===== src/rtl/fsm_cnt_arbiter.sv =====
// Round-robin arbiter that lends one saturating event counter to N_REQ agents.
// Optional forced release on idle sessions: define FSM_ARB_TIMEOUT_EN.
module fsm_cnt_arbiter #(
   parameter int N_REQ   = 4,
   parameter int CNT_W   = 2,
   parameter int TIMEOUT = 8
) (
   input  logic                     clk,
   input  logic                     reset_n,
   input  logic [N_REQ-1:0]         req,
   input  logic [N_REQ-1:0]         rel,
   input  logic [N_REQ-1:0]         x,
   output logic [N_REQ-1:0]         gnt,
   output logic [$clog2(N_REQ)-1:0] owner,
   output logic                     busy,
   output logic [CNT_W-1:0]         cnt,
   output logic                     z_odd,
   output logic                     z_sat,
   output logic                     done,
   output logic [CNT_W-1:0]         res_cnt,
   output logic                     res_to
);

   localparam int OWN_W = $clog2(N_REQ);

   typedef enum logic [1:0] {
      IDLE    = 2'd0,
      ACTIVE  = 2'd1,
      RELEASE = 2'd2
   } state_t;

   state_t             state, state_n;
   logic [N_REQ-1:0]   gnt_n;
   logic [OWN_W-1:0]   owner_n, ptr, ptr_n;
   logic [OWN_W-1:0]   win, cand;
   logic               found;
   logic [CNT_W-1:0]   cnt_n, res_cnt_n;
   logic               done_n;
   logic               x_own, rel_own;

`ifdef FSM_ARB_TIMEOUT_EN
   localparam int TW = $clog2(TIMEOUT + 1);
   logic [TW-1:0] timer, timer_n;
   logic          res_to_q, res_to_n;

   assign res_to = res_to_q;
`else
   assign res_to = 1'b0;
`endif

   assign x_own   = x[owner];
   assign rel_own = rel[owner];
   assign busy    = (state == ACTIVE) || (state == RELEASE);
   assign z_odd   = ^cnt;
   assign z_sat   = &cnt;

   // first requester at or after the round-robin pointer
   always_comb begin
      found = 1'b0;
      win   = '0;
      cand  = '0;
      for (int i = 0; i < N_REQ; i++) begin
         cand = OWN_W'((int'(ptr) + i) % N_REQ);
         if (!found && req[cand]) begin
            found = 1'b1;
            win   = cand;
         end
      end
   end

   always_comb begin
      state_n   = state;
      gnt_n     = gnt;
      owner_n   = owner;
      cnt_n     = cnt;
      done_n    = 1'b0;
      res_cnt_n = res_cnt;
      ptr_n     = ptr;
`ifdef FSM_ARB_TIMEOUT_EN
      timer_n   = timer;
      res_to_n  = res_to_q;
`endif
      unique case (state)
         IDLE: begin
            if (found) begin
               state_n      = ACTIVE;
               gnt_n        = '0;
               gnt_n[win]   = 1'b1;
               owner_n      = win;
               cnt_n        = '0;
`ifdef FSM_ARB_TIMEOUT_EN
               timer_n      = '0;
`endif
            end
         end
         ACTIVE: begin
            if (x_own && !z_sat)
               cnt_n = cnt + 1'b1;
`ifdef FSM_ARB_TIMEOUT_EN
            timer_n = x_own ? '0 : timer + 1'b1;
`endif
            if (rel_own) begin
               state_n   = RELEASE;
               gnt_n     = '0;
               done_n    = 1'b1;
               res_cnt_n = cnt_n;
`ifdef FSM_ARB_TIMEOUT_EN
               res_to_n  = 1'b0;
            end else if (!x_own && timer == TW'(TIMEOUT - 1)) begin
               state_n   = RELEASE;
               gnt_n     = '0;
               done_n    = 1'b1;
               res_cnt_n = cnt_n;
               res_to_n  = 1'b1;
`endif
            end
         end
         RELEASE: begin
            state_n = IDLE;
            ptr_n   = (owner == OWN_W'(N_REQ - 1)) ? '0 : owner + 1'b1;
         end
         default: begin
            state_n = IDLE;
            gnt_n   = '0;
         end
      endcase
   end

   always_ff @(posedge clk or negedge reset_n) begin
      if (!reset_n) begin
         state   <= IDLE;
         gnt     <= '0;
         owner   <= '0;
         cnt     <= '0;
         done    <= 1'b0;
         res_cnt <= '0;
         ptr     <= '0;
      end else begin
         state   <= state_n;
         gnt     <= gnt_n;
         owner   <= owner_n;
         cnt     <= cnt_n;
         done    <= done_n;
         res_cnt <= res_cnt_n;
         ptr     <= ptr_n;
      end
   end

`ifdef FSM_ARB_TIMEOUT_EN
   always_ff @(posedge clk or negedge reset_n) begin
      if (!reset_n) begin
         timer    <= '0;
         res_to_q <= 1'b0;
      end else begin
         timer    <= timer_n;
         res_to_q <= res_to_n;
      end
   end
`endif

endmodule


===== config.mk =====
export PLATFORM = sky130hd
export DESIGN_NAME = fsm_cnt_arbiter
export DESIGN_NICKNAME = d
export VERILOG_FILES = /design/src/rtl/fsm_cnt_arbiter.sv
export SDC_FILE = /design/constraint.sdc
export NUM_CORES = 1
export LEC_CHECK = 0
export BUFFER_PORTS_ARGS = -buffer_cell sky130_fd_sc_hd__buf_2
export CAP_MARGIN = 10
export CORE_AREA = 2 2 47 49
export CTS_CLUSTER_SIZE = 10
export DETAILED_ROUTE_END_ITERATION = 12
export DIE_AREA = 0 0 49 51
export PLACE_DENSITY = 0.76
export SLEW_MARGIN = 20
export SYNTH_ARGS = -nofsm -noshare
export SYNTH_HDL_FRONTEND = slang
export SYNTH_SLANG_ARGS = --single-unit

===== constraint.sdc =====
create_clock -name clk -period 2.3 [get_ports clk]
set_input_delay 0.345 -clock clk [delete_from_list [all_inputs] [get_ports clk]]
set_output_delay 0.345 -clock clk [all_outputs]
set_load 0.03 [all_outputs]

# --- Word level (Yosys, flattened, before mapping) ---
# Index checks and enable logic that the tools add are counted.
word_totals:
  register_bits: 15
  input_bits: 14
  output_inout_bits: 15
op_classes:
  n_addsub: 5
  order_cmp: 7
  eq_ne: 5
  n_mux: 34
  bitwise_logic: 1
  reduce_logical: 19
ops:
  columns: ["cell", "count"]
  rows:
  - ["less-than comparator 2 x 3 -> 1 bit (second input constant)", 6]
  - ["two-way mux 2 bit", 9]
  - ["two-way mux 1 bit", 13]
  - ["binary-select mux 1 bit (select 2 bit)", 6]
  - ["one-hot mux 4 bit (3 select lines)", 1]
  - ["AND reduction 2 bit", 5]
  - ["two-way mux 4 bit", 2]
  - ["one-hot mux 2 bit (2 select lines)", 2]
  - ["adder 2 x 1 -> 2 bit (second input constant)", 3]
  - ["logical AND 1 bit", 5]
  - ["adder 2 bit (second input constant)", 2]
  - ["equality test 2 bit (second input constant)", 2]
  - ["zero test 1 bit", 4]
  - ["inequality test 2 bit (second input constant)", 2]
  - ["AND reduction 3 bit", 1]
  - ["demux 1 bit (select 2 bit)", 1]
  - ["equality test 2 x 1 -> 1 bit (second input constant)", 1]
  - ["greater-or-equal comparator 2 x 1 -> 1 bit (second input constant)", 1]
  - ["zero test 2 bit", 1]
  - ["nonzero test 2 bit", 1]
  - ["parity 2 bit", 1]
  - ["logical OR 1 bit", 1]
  - ["NOT 1 bit", 1]

# --- Depth between registers and ports, before layout ---
depth:
  word_depth: 18
  mapped_depth: 7
  mapped_depth_nobuf: 6

# --- Worst setup path after synthesis ---
# No wires, ideal clock.
synth_path:
  kind: "register to register"
  from: "reg owner[0]"
  to: "reg cnt[1]"
  setup_time_ns: 0.087
  arrival_time_ns: 1.771
  t_required_ns: 2.213
  setup_slack_ns: 0.442
  stages_incl_launch_ff: 6
  n_path_buf: 1
  cell_sequence: "dfrtp_1 > mux4_1 > nand2b_1 > buf_4 > mux2_2 > o211ai_1"
synth_via:
  elab_chain_cells: 5
synth_lines:
  columns: ["element", "line_no", "source"]
  rows:
  - ["start: declaration", "14", "output logic [$clog2(N_REQ)-1:0] owner,"]
  - ["start signal: assignment", "141", "owner <= owner_n;"]
  - ["binary-select mux 1 bit (select 2 bit)", "51", "assign x_own = x[owner];"]
  - ["two-way mux 1 bit (implied by the code)", "51", null]
  - ["logical AND 1 bit", "97", "if (x_own && !z_sat)"]
  - ["two-way mux 2 bit", "97", null]
  - ["one-hot mux 2 bit (2 select lines)", "83", "unique case (state)"]
  - ["end signal: assignment", "142", "cnt <= cnt_n;"]
  - ["end: declaration", "16", "output logic [CNT_W-1:0] cnt,"]
# No other way between the ends. The select of a mux whose other input is x is not followed.
# A chain may end at the register's enable or synchronous reset.

# --- Final worst setup path ---
# Ends and elaborated chain as after synthesis.

==> impl_summary.md <==
Yosys
The portion of synthesized cell area occupied by the leading cell type is 40.16%. Synthesis inferred 15 register bits. Synthesis produced a netlist with a net count of 109. The most area-hungry cell type in the Yosys netlist is dfrtp_1. In this run the mean area of a mapped cell was 10.38 sq um. The number of different library cells used by synthesis comes to 38. For this run, the number of Yosys warnings is 0.

The cell count after synthesis came out at 90. Sequential elements use 40.16% of the synthesized area. Ranked by total cell area, the synthesized netlist is headed by dfrtp_1, ha_1, a22o_1. The post-synthesis instance area is 934.6 sq um.

GRT
The initial antenna violation count was 0. In the global route stage, overall resource usage came out at 18.09%. Entering global routing, the biggest net connects 16 pins. The first global-routing pass estimated 3.367 mm of wire. For this run the aggregate overflow at the end of global routing stands at 0. The number of global-route vias before repair came to 753.

STA
The number of setup violations in the final report is 0. Setup repair after global routing left no endpoint under its margin. Counting I/O delays and the setup requirement, the final critical path takes 1.800 ns.

The total negative setup slack is 0 ns. The number of slew-limit violations in the final report is 0. The worst clock skew is 0.001158 ns. The number of endpoints with negative hold slack in the final report came to 0. The post-layout worst setup margin is 0.5000 ns.

Timing would allow up to 0.5555 GHz. The final cycle utilization of the critical path is 78.26%.

Pwr
For this design the static power due to leakage is 0.5443 nW. The total power consumption of the routed design is 1.589 mW. The maximum VDD drop is 0.0006782 V. The total power divided by cell area is 1426 nW/um^2.

CTS
The post-cts repair resize count is 0. For this design, the sink count on the clock tree is 15. The H-tree depth is 1. The number of setup buffers added after CTS is 0.

The CTS tree is built. The number of hold buffers added after cts is 1. The insertion delay to the later sink of the worst-skew pair is 0.29 ns. Clock tree synthesis inserted a total of 3 buffers.

The buffer cell driving the clock tree root is clkbuf_4. The maximum clock path buffer count is 2. After clock tree synthesis, the clock-pin slew on the worst setup and hold paths is 0.09 ns.

Final layout
The post-route core utilization is 54.03%. In the layout the commonest cells are buf_2, dfrtp_1, o21ai_0, nand2_1. The repair_antennas step left the layout with diodes totalling 0. The final-layout fill cell count is 190. The net count of the finished layout is 137.

The count of placed standard cells in the final layout, fillers left out is 145. Cells with a size suffix above 1 make up 33.33% of the layout. Compared with the post-synthesis result, the final layout area differs by 19.28%.

The library cell used most frequently in the layout, excluding fill and tap cells, is buf_2.

Placed design
Routability-driven placement finished with a final weighted congestion of 0.7657. Input and output buffers added on the ports amount to 27. Including well taps, the total number of placed cells is 140. The pre-CTS setup slack is 0.5119 ns. The HPWL after detailed placement is 1.573 mm.

Route
The final antenna-violating net count is 0. Dividing the detail-routed wire length by the instance count gives 13.92 microns. The total length of routed wires is 2.018 mm.

The detailed router placed 767 vias in this run. After detailed routing, the number of remaining DRC violations is 0. The detail-routed via count per cell is 5.290. The number of iterations in the first detailed-routing pass is 4. For this block, the initial DRC count from the detailed router was 10.

Die
The y dimension of the die is 51 microns. The die outline area is 2499 sq um. The floorplan step set the die width to 49 microns. The floorplan has 17 rows. The core region is 2063 sq um. Once the floorplan was initialized, standard cells occupied 45.30% of the core. For this design the top-level I/O count stands at 29.

Worst setup path
Data on the critical path arrives at its endpoint at 2.01 ns. The setup check on the worst reg-to-reg path leaves a slack of 0.50 ns. The kind of critical path is flop to flop. Measured in cells, the most critical reg-to-reg path has a length of 4.

The required time of the critical path is 2.51 ns. STA classifies the critical path startpoint as a flop. The maximum fanout along the worst path is 6. The worst setup path is captured at a flop.

Worst hold path
Counting instances, the worst hold path has a depth of 4. The worst hold path belongs to the class primary input to flop.

Job
The number of max-cap violations is 0.

Run status
The flow ran to the end, and the final reports show no timing, DRC or antenna violations.
==> final timing paths <==
| path | from | end |
|---|---|---|
| setup / recovery | owner[0] | cnt[1] |
| max in group asynchronous | reset_n | done |
| hold reg to reg | gnt[0] | gnt[0] |
| hold / removal | req[2] | owner[0] |
| setup reg to reg | owner[0] | cnt[1] |
| min in group asynchronous | reset_n | cnt[1] |
==> stage by stage <==
stage                     hold slack, ns  area (sq um)
after global placement            0.2654          1077
after CTS                         0.4473          1115
after detailed placement          0.2737          1077
final                             0.4482          1115
after global routing              0.4625          1115
after floorplan                  0.04941         934.6
==> area by class of cell <==
type | instances | area [sq um] | area share (%)
multi-input combinational | 66 | 516.7 | 46.35
sequential | 15 | 375.4 | 33.67
timing repair buffer | 28 | 145.1 | 13.02
tap | 28 | 35.03 | 3.143
clock buffer | 3 | 22.52 | 2.020
inverter | 4 | 15.01 | 1.347
clock inverter | 1 | 5.005 | 0.4489
==> registers in the layout, indices dropped and copies added (netlist names) <==
name     flops
res_cnt      2
cnt          2
state        2
gnt          4
ptr          2
owner        2
done         1
==> critical path, stage by stage (launching register included) <==
cell and delay (ns):
dfrtp_1 0.46, mux4_1 0.57, nand2b_1 0.23, mux2_2 0.37
o211ai_1 0.09
==> Yosys cell counts, drive strengths merged <==
| library cell | n |
|---|---|
| conb | 1 |
| nor4b | 1 |
| mux2i | 3 |
| ha | 5 |
| o211ai | 1 |
| or3 | 1 |
| mux4 | 2 |
| a21o | 1 |
| nor3b | 2 |
| nand3 | 1 |
| o22ai | 1 |
| nor3 | 1 |
| a21oi | 5 |
| nor4 | 2 |
| nand2b | 1 |
| a22o | 4 |
| nand2 | 6 |
| o22a | 3 |
| a2bb2oi | 1 |
| nand3b | 2 |
| dfrtp | 15 |
| and2 | 2 |
| nor2 | 5 |
| buf | 3 |
| or4 | 1 |
| o21ai | 6 |
| o21a | 1 |
| mux2 | 2 |
| nor2b | 2 |
| xor2 | 1 |
| inv | 4 |
| clkbuf | 2 |
| a221oi | 1 |
| a21bo | 1 |
==> power by group <==
group          internal [mW]  switching [mW]
combinational          0.368           0.573
clock                 0.0648          0.0928
sequential             0.382           0.109
==> routing by layer <==
layer / wire (microns) / track usage, % / up-vias / share of wire (%)
met5: 0 / 0 / - / 0
met4: 37 / 10.00 / 0 / 1.8
met3: 98 / 3.801 / 4 / 4.9
met2: 990 / 29.45 / 21 / 49
met1: 893 / 22.58 / 361 / 44
li1: - / - / 381 / -
==> cells by family (layout without fill, tap and decap cells) <==
kind of cell	after synthesis	after routing	synth area share [%]
simple gates	27	27	17.27
compound gates	25	25	19.14
flops	15	15	40.16
buf+inv	9	36	4.550
mux	7	7	10.84
fa+ha+maj	5	5	6.693
other cells	1	1	0.4012
xor+xnor	1	1	0.9373
No activity file was read; power rests on OpenSTA's default activity.
